$ cat src/rtl/tt_pkg.sv
// rtl/tt_pkg.sv - shared types and helpers for the truth-table sequencer
// Contents:
//   tt_state_e : FSM state encoding (IDLE, APPLY, SAMPLE, DONE)
//   n_vec      : number of input vectors for an n-input block (1 << n)
//   sat_inc    : saturating increment against an explicit ceiling
package tt_pkg;

    typedef enum logic [1:0] {
        ST_IDLE   = 2'd0,
        ST_APPLY  = 2'd1,
        ST_SAMPLE = 2'd2,
        ST_DONE   = 2'd3
    } tt_state_e;

    function automatic int n_vec(input int n_in);
        return 1 << n_in;
    endfunction

    function automatic logic [31:0] sat_inc(input logic [31:0] value, input logic [31:0] max_val);
        return (value >= max_val) ? max_val : value + 32'd1;
    endfunction

endpackage

$ cat src/rtl/tt_step_timer.sv
// rtl/tt_step_timer.sv - hold counter and vector counter for the sweep
// Ports:
//   clk, reset  : clock, synchronous active-high reset
//   clr         : zero both counters (sweep start / sweep end)
//   hold_en     : count settle cycles (FSM in APPLY)
//   advance     : step to the next vector and restart the hold count
//   vec         : current stimulus vector
//   sample_now  : last settle cycle of the current vector
//   last_vec    : current vector is all-ones
module tt_step_timer #(
    parameter int N_IN = 2,
    parameter int HOLD = 1
) (
    input  logic            clk,
    input  logic            reset,
    input  logic            clr,
    input  logic            hold_en,
    input  logic            advance,
    output logic [N_IN-1:0] vec,
    output logic            sample_now,
    output logic            last_vec
);

    localparam int HW = (HOLD > 1) ? $clog2(HOLD) : 1;

    logic [HW-1:0] hold_cnt;

    assign sample_now = hold_en && (hold_cnt == HW'(HOLD - 1));
    assign last_vec   = &vec;

    always_ff @(posedge clk) begin
        if (reset || clr) begin
            hold_cnt <= '0;
            vec      <= '0;
        end else if (advance) begin
            hold_cnt <= '0;
            vec      <= vec + N_IN'(1);
        end else if (hold_en && !sample_now) begin
            // Stop at HOLD-1 so the counter never wraps while waiting.
            hold_cnt <= hold_cnt + HW'(1);
        end
    end

endmodule

$ cat src/rtl/truth_table_sequencer.sv
// rtl/truth_table_sequencer.sv - sweeps all input vectors, captures two truth tables, counts mismatches
// Optional feature macro: TT_FIRST_FAIL_EN (adds first_fail_vld / first_fail_vec)
// Ports:
//   clk, reset      : clock, synchronous active-high reset
//   start           : begin a sweep (honoured only when idle)
//   cmp_mode        : 0 compares dut_a vs dut_b, 1 compares dut_a vs exp_tt
//   exp_tt          : golden table for dut_a, bit i = expected a at vector i
//   dut_a, dut_b    : outputs of the two implementations under test
//   vec_out         : stimulus vector, MSB is the first DUT input
//   busy            : high from the first APPLY cycle through DONE
//   done            : one-cycle pulse at sweep end
//   pass            : no mismatches in the last sweep
//   err_cnt         : saturating mismatch count for the current sweep
//   tt_a, tt_b      : captured truth tables
//   first_fail_vld  : (TT_FIRST_FAIL_EN) a mismatch has been seen this sweep
//   first_fail_vec  : (TT_FIRST_FAIL_EN) vector of the first mismatch
module truth_table_sequencer
    import tt_pkg::*;
#(
    parameter  int N_IN  = 2,
    parameter  int HOLD  = 1,
    parameter  int CNT_W = 8,
    localparam int NV    = n_vec(N_IN)
) (
    input  logic             clk,
    input  logic             reset,
    input  logic             start,
    input  logic             cmp_mode,
    input  logic [NV-1:0]    exp_tt,
    input  logic             dut_a,
    input  logic             dut_b,
    output logic [N_IN-1:0]  vec_out,
    output logic             busy,
    output logic             done,
    output logic             pass,
    output logic [CNT_W-1:0] err_cnt,
`ifdef TT_FIRST_FAIL_EN
    output logic             first_fail_vld,
    output logic [N_IN-1:0]  first_fail_vec,
`endif
    output logic [NV-1:0]    tt_a,
    output logic [NV-1:0]    tt_b
);

    localparam logic [31:0] ERR_MAX = (32'd1 << CNT_W) - 32'd1;

    tt_state_e        state;
    logic             sample_now;
    logic             last_vec;
    logic             clr;
    logic             hold_en;
    logic             advance;
    logic             mismatch;
    logic [CNT_W-1:0] err_next;
    logic [CNT_W-1:0] err_after;

    assign clr     = ((state == ST_IDLE) && start) || (state == ST_DONE);
    assign hold_en = (state == ST_APPLY);
    assign advance = (state == ST_SAMPLE) && !last_vec;

    assign mismatch  = cmp_mode ? (dut_a != exp_tt[vec_out]) : (dut_a != dut_b);
    assign err_next  = CNT_W'(sat_inc(32'(err_cnt), ERR_MAX));
    // Count as it will stand after this SAMPLE, so the final vector is reflected in pass.
    assign err_after = mismatch ? err_next : err_cnt;

    tt_step_timer #(
        .N_IN (N_IN),
        .HOLD (HOLD)
    ) u_timer (
        .clk        (clk),
        .reset      (reset),
        .clr        (clr),
        .hold_en    (hold_en),
        .advance    (advance),
        .vec        (vec_out),
        .sample_now (sample_now),
        .last_vec   (last_vec)
    );

    always_ff @(posedge clk) begin
        if (reset) begin
            state   <= ST_IDLE;
            busy    <= 1'b0;
            done    <= 1'b0;
            pass    <= 1'b0;
            err_cnt <= '0;
            tt_a    <= '0;
            tt_b    <= '0;
`ifdef TT_FIRST_FAIL_EN
            first_fail_vld <= 1'b0;
            first_fail_vec <= '0;
`endif
        end else begin
            done <= 1'b0;
            case (state)
                ST_IDLE: begin
                    if (start) begin
                        err_cnt <= '0;
                        pass    <= 1'b0;
                        tt_a    <= '0;
                        tt_b    <= '0;
                        busy    <= 1'b1;
                        state   <= ST_APPLY;
`ifdef TT_FIRST_FAIL_EN
                        first_fail_vld <= 1'b0;
                        first_fail_vec <= '0;
`endif
                    end
                end
                ST_APPLY: begin
                    if (sample_now) begin
                        state <= ST_SAMPLE;
                    end
                end
                ST_SAMPLE: begin
                    tt_a[vec_out] <= dut_a;
                    tt_b[vec_out] <= dut_b;
                    err_cnt       <= err_after;
`ifdef TT_FIRST_FAIL_EN
                    if (mismatch && !first_fail_vld) begin
                        first_fail_vld <= 1'b1;
                        first_fail_vec <= vec_out;
                    end
`endif
                    if (last_vec) begin
                        done  <= 1'b1;
                        pass  <= (err_after == '0);
                        state <= ST_DONE;
                    end else begin
                        state <= ST_APPLY;
                    end
                end
                ST_DONE: begin
                    busy  <= 1'b0;
                    state <= ST_IDLE;
                end
                default: begin
                    state <= ST_IDLE;
                end
            endcase
        end
    end

endmodule

$ cat config.mk
export PLATFORM = sky130hd
export DESIGN_NAME = truth_table_sequencer
export DESIGN_NICKNAME = d
export VERILOG_FILES = /design/src/rtl/tt_pkg.sv /design/src/rtl/tt_step_timer.sv /design/src/rtl/truth_table_sequencer.sv
export SDC_FILE = /design/constraint.sdc
export NUM_CORES = 1
export LEC_CHECK = 0
export ABC_AREA = 1
export CELL_PAD_IN_SITES_DETAIL_PLACEMENT = 0
export CELL_PAD_IN_SITES_GLOBAL_PLACEMENT = 1
export CORE_MARGIN = 10
export CORE_UTILIZATION = 35
export DETAILED_ROUTE_END_ITERATION = 7
export PLACE_DENSITY_LB_ADDON = 0.1
export SLEW_MARGIN = 20
export SYNTH_ARGS = -nofsm -noshare
export SYNTH_HDL_FRONTEND = slang
export SYNTH_SLANG_ARGS = --single-unit
export TNS_END_PERCENT = 1
$ cat constraint.sdc
create_clock -name clk -period 1.8 [get_ports clk]
set_input_delay 0.18 -clock clk [delete_from_list [all_inputs] [get_ports clk]]
set_output_delay 0.18 -clock clk [all_outputs]
set_load 0.1 [all_outputs]
==> impl_metrics.yaml <==
sta:
  hold_ws_ns: 0.449
  fin_crit_ns: 1.69
  fin_skew_ns: 0.0132
  final_hold_viol_count: 0
  max_clock_freq_ghz: 0.590
  timing.final.max_slew_violations: 0
  final-setup-viol-count: 0
  grt_setup_unrepaired: "false"
  fin_tns_setup_ns: 0
  worst_pin_slew_ns: 0.284
  setup_slack_ns: 0.105
  max-slew-margin-rel_pct: 81.2
  post-route-period-util_pct: 94.2
global_route:
  grt_start_max_net_pins: 16
  via_count_of_the_first_global_routing_pass: 1248
  global_route_wire_length_before_repair_microns: 5850
  antenna_found_initial: 0
  grt-ovfl-total: 0
  grt_util_all_layers_pct: 11.0
yosys:
  synth-edff-count: 0
  post_synth_fa_ha_maj_area_fraction_pct: 4.55
  post_synthesis_simple_gate_area_fraction_pct: 41.4
  ys_top_cells_by_area: "sky130_fd_sc_hd__dfxtp_1, sky130_fd_sc_hd__nand2_1, sky130_fd_sc_hd__nand3_1"
  yosys.area.top_type_share_pct: 35.0
  ys_seq_area_share_pct: 35.0
  yosys.cell_count.top_type: "sky130_fd_sc_hd__nand2_1"
  post_synth_mux_area_share_pct: 0
  yosysUniqueCellTypes: 28
  ys_ff_latch: 24
  postSynth.asyncResetShare_pct: 0
  yosys-top-cells-count: "sky130_fd_sc_hd__nand2_1, sky130_fd_sc_hd__nand3_1, sky130_fd_sc_hd__dfxtp_1, sky130_fd_sc_hd__a21oi_1, sky130_fd_sc_hd__inv_1"
  synth_cells: 199
  synth_compound_area_share_pct: 10.7
  synth_top_family_by_area: "simple AND/OR/NAND/NOR gates"
  synthesis.area_sq_um: 1370
  synth_fp_nets: 214
  yosys_warnings: 0
  ys.flop_type: "sky130_fd_sc_hd__dfxtp_1"
  synthDominantAreaCellType: "sky130_fd_sc_hd__dfxtp_1"
  syn_avg_cell_area_sq_um: 6.90
  synthXorXnorAreaFrac_pct: 1.28
route:
  via_count: 1403
  detailed_route_drc_error_count: 0
  ant_nets: 0
  drt_pass1_iterations: 4
  viasPerCell: 4.87
  drt-initial-drc-count: 106
  routed_wirelength_microns: 3780
  route.detailed.wl_per_inst_microns: 13.1
cells_and_area:
  finish.utilization_pct: 50.0
  fin_nets: 256
  area_delta_synth_final_pct: 35.2
  ant_cells: 0
  proportion_of_layout_cells_with_a_drive_suffix_above_1_pct: 25.4
  finalInstanceArea_sq_um: 1860
die:
  floorplan.rows: 22
  die-width_microns: 82.7
  dieArea_sq_um: 6830
  die_y_microns: 82.7
  placeable_area_sq_um: 3720
  start_util_pct: 37.0
  io_pins: 31
critical_path:
  slowest_stage_cell_on_the_critical_path: "sky130_fd_sc_hd__dfxtp_4"
  startpoint_type: "register"
  critPathMaxFanout: 6
  timing.critical_path.cells: "ha_4 > nand3_2 > nor2_4 > nand2_2 > nor2_4 > nor2_1 > nand3_1 > o21ai_1 > or2_1 > a21oi_2"
  worstReg2RegStart: "err_cnt[1]"
  setup.worst_path.start: "err_cnt[1]"
  critPathCaptureType: "register"
  worst_path_largest_cell_delay_ns: 0.38
  worst-endpoint-arrival_ns: 1.89
  timing.setup.critical_path_class: "reg -> reg"
  crit_top_cell: "sky130_fd_sc_hd__nor2_4"
  cp.required_ns: 1.99
clock_network:
  cts_hold_buffers: 0
  clk_path_buf_depth: 2
  clock-root-buffer: "sky130_fd_sc_hd__clkbuf_8"
  htree_num_levels: 1
  cts_tree: "done"
  path_clk_slew_ns: 0.10
  clk-insertion-delay-late_ns: 0.27
  cts_num_sinks: 24
  cts-buffers-inserted: 3
pwr:
  vdd_ir_drop_max_mv: 0.429
  total_leakage_power_nw: 0.767
  powerDensity_nw_per_um2: 695
worst_hold_path:
  timing.hold.worst.start: "u_timer.hold_cnt"
  worst_hold_path_type: "reg -> reg"
place:
  place_hpwl_microns: 3030
  gp_congestion: 0.872
  port-buffer-count: 30
  post-place-ws_ns: 0.0174
  dpl-instance-area_sq_um: 1750
run_status:
  run_status: "finished, final reports clean"
flow_run:
  max-cap-violations: 0
power breakdown:
part / leakage (nW) / total, W / switching [W] / internal (W)
Sequential: 0.201 / 0.000549 / 0.0000118 / 0.000537
Combinational: 0.531 / 0.000266 / 0.000181 / 0.0000851
Clock: 0.0357 / 0.000476 / 0.000179 / 0.000297
flip-flops by register name, summed over array words and instances (netlist names):
name and cells:
busy 1, u_timer.vec 2, tt_a 4, pass 1
err_cnt 8, state 2, tt_b 4, done 1
u_timer.hold_cnt 1
layout by cell type, fill, tap and decap left out, drive strengths merged, types with 4 or more instances in the layout:
| cell type | synthesis | final |
|---|---|---|
| nand2 | 52 | 52 |
| nand3 | 40 | 40 |
| buf | 1 | 31 |
| dfxtp | 24 | 24 |
| nor2 | 16 | 16 |
| clkdlybuf4s50 | 0 | 9 |
| clkinv | 4 | 4 |
| inv | 19 | 19 |
| a21oi | 19 | 19 |
| ha | 5 | 5 |
| o21ai | 5 | 5 |
repair_timing:
item	CTS	global route
setup endpoints to repair	0	1
setup buffers	0	4
resized for setup	0	1
metal layers:
layer | vias to the layer above | share of wire, % | GRT usage [%]
met4 | 0 | 0.58 | 4.01
met3 | 2 | 6.2 | 3.24
li1 | 743 | - | -
met1 | 630 | 45 | 12.7
met2 | 28 | 48 | 18.6
met5 | - | 0 | 0
stage by stage:
step | std cells | power (W)
finish | 288 | 0.00129
global route | 288 | 0.00135
CTS | 284 | 0.00130
detailed placement | 280 | 0.000825
global placement | 280 | 0.000822
floorplan | 199 | 0.000743
logic make-up (layout without fill, tap and decap cells):
| group | after synthesis | after routing |
|---|---|---|
| DFF | 24 | 24 |
| adders and majority gates | 5 | 5 |
| and+or+nand+nor | 115 | 115 |
| AOI/OAI and AO/OA | 27 | 27 |
| xor gates and xnor gates | 2 | 2 |
| buffers and inverters | 26 | 67 |
path summary, 6_finish.rpt:
path / to / cells after the start / slack (ns)
worst min-delay path: u_timer.hold_cnt / 2 / 0.45
worst min register to register: u_timer.hold_cnt / 2 / 0.45
worst max register to register: err_cnt[5] / 10 / 0.11
worst max-delay path: err_cnt[5] / 10 / 0.11
worst max-delay path, delay by kind of cell (launching register included):
kind,cells,cell delay (ns)
adders and majority gates,1,0.14
DFF,1,0.38
and+or+nand+nor,7,0.89
AOI/OAI and AO/OA,2,0.20
cell type report:
cell class	count	area [sq um]
timing repair buffer	40	323
fill	376	1860
inverter	23	86.3
sequential	24	505
multi-input combinational	149	812
clock inverter	1	30.0
tap	48	60.1
clock buffer	3	41.3
No activity file was read; power rests on OpenSTA's default activity.
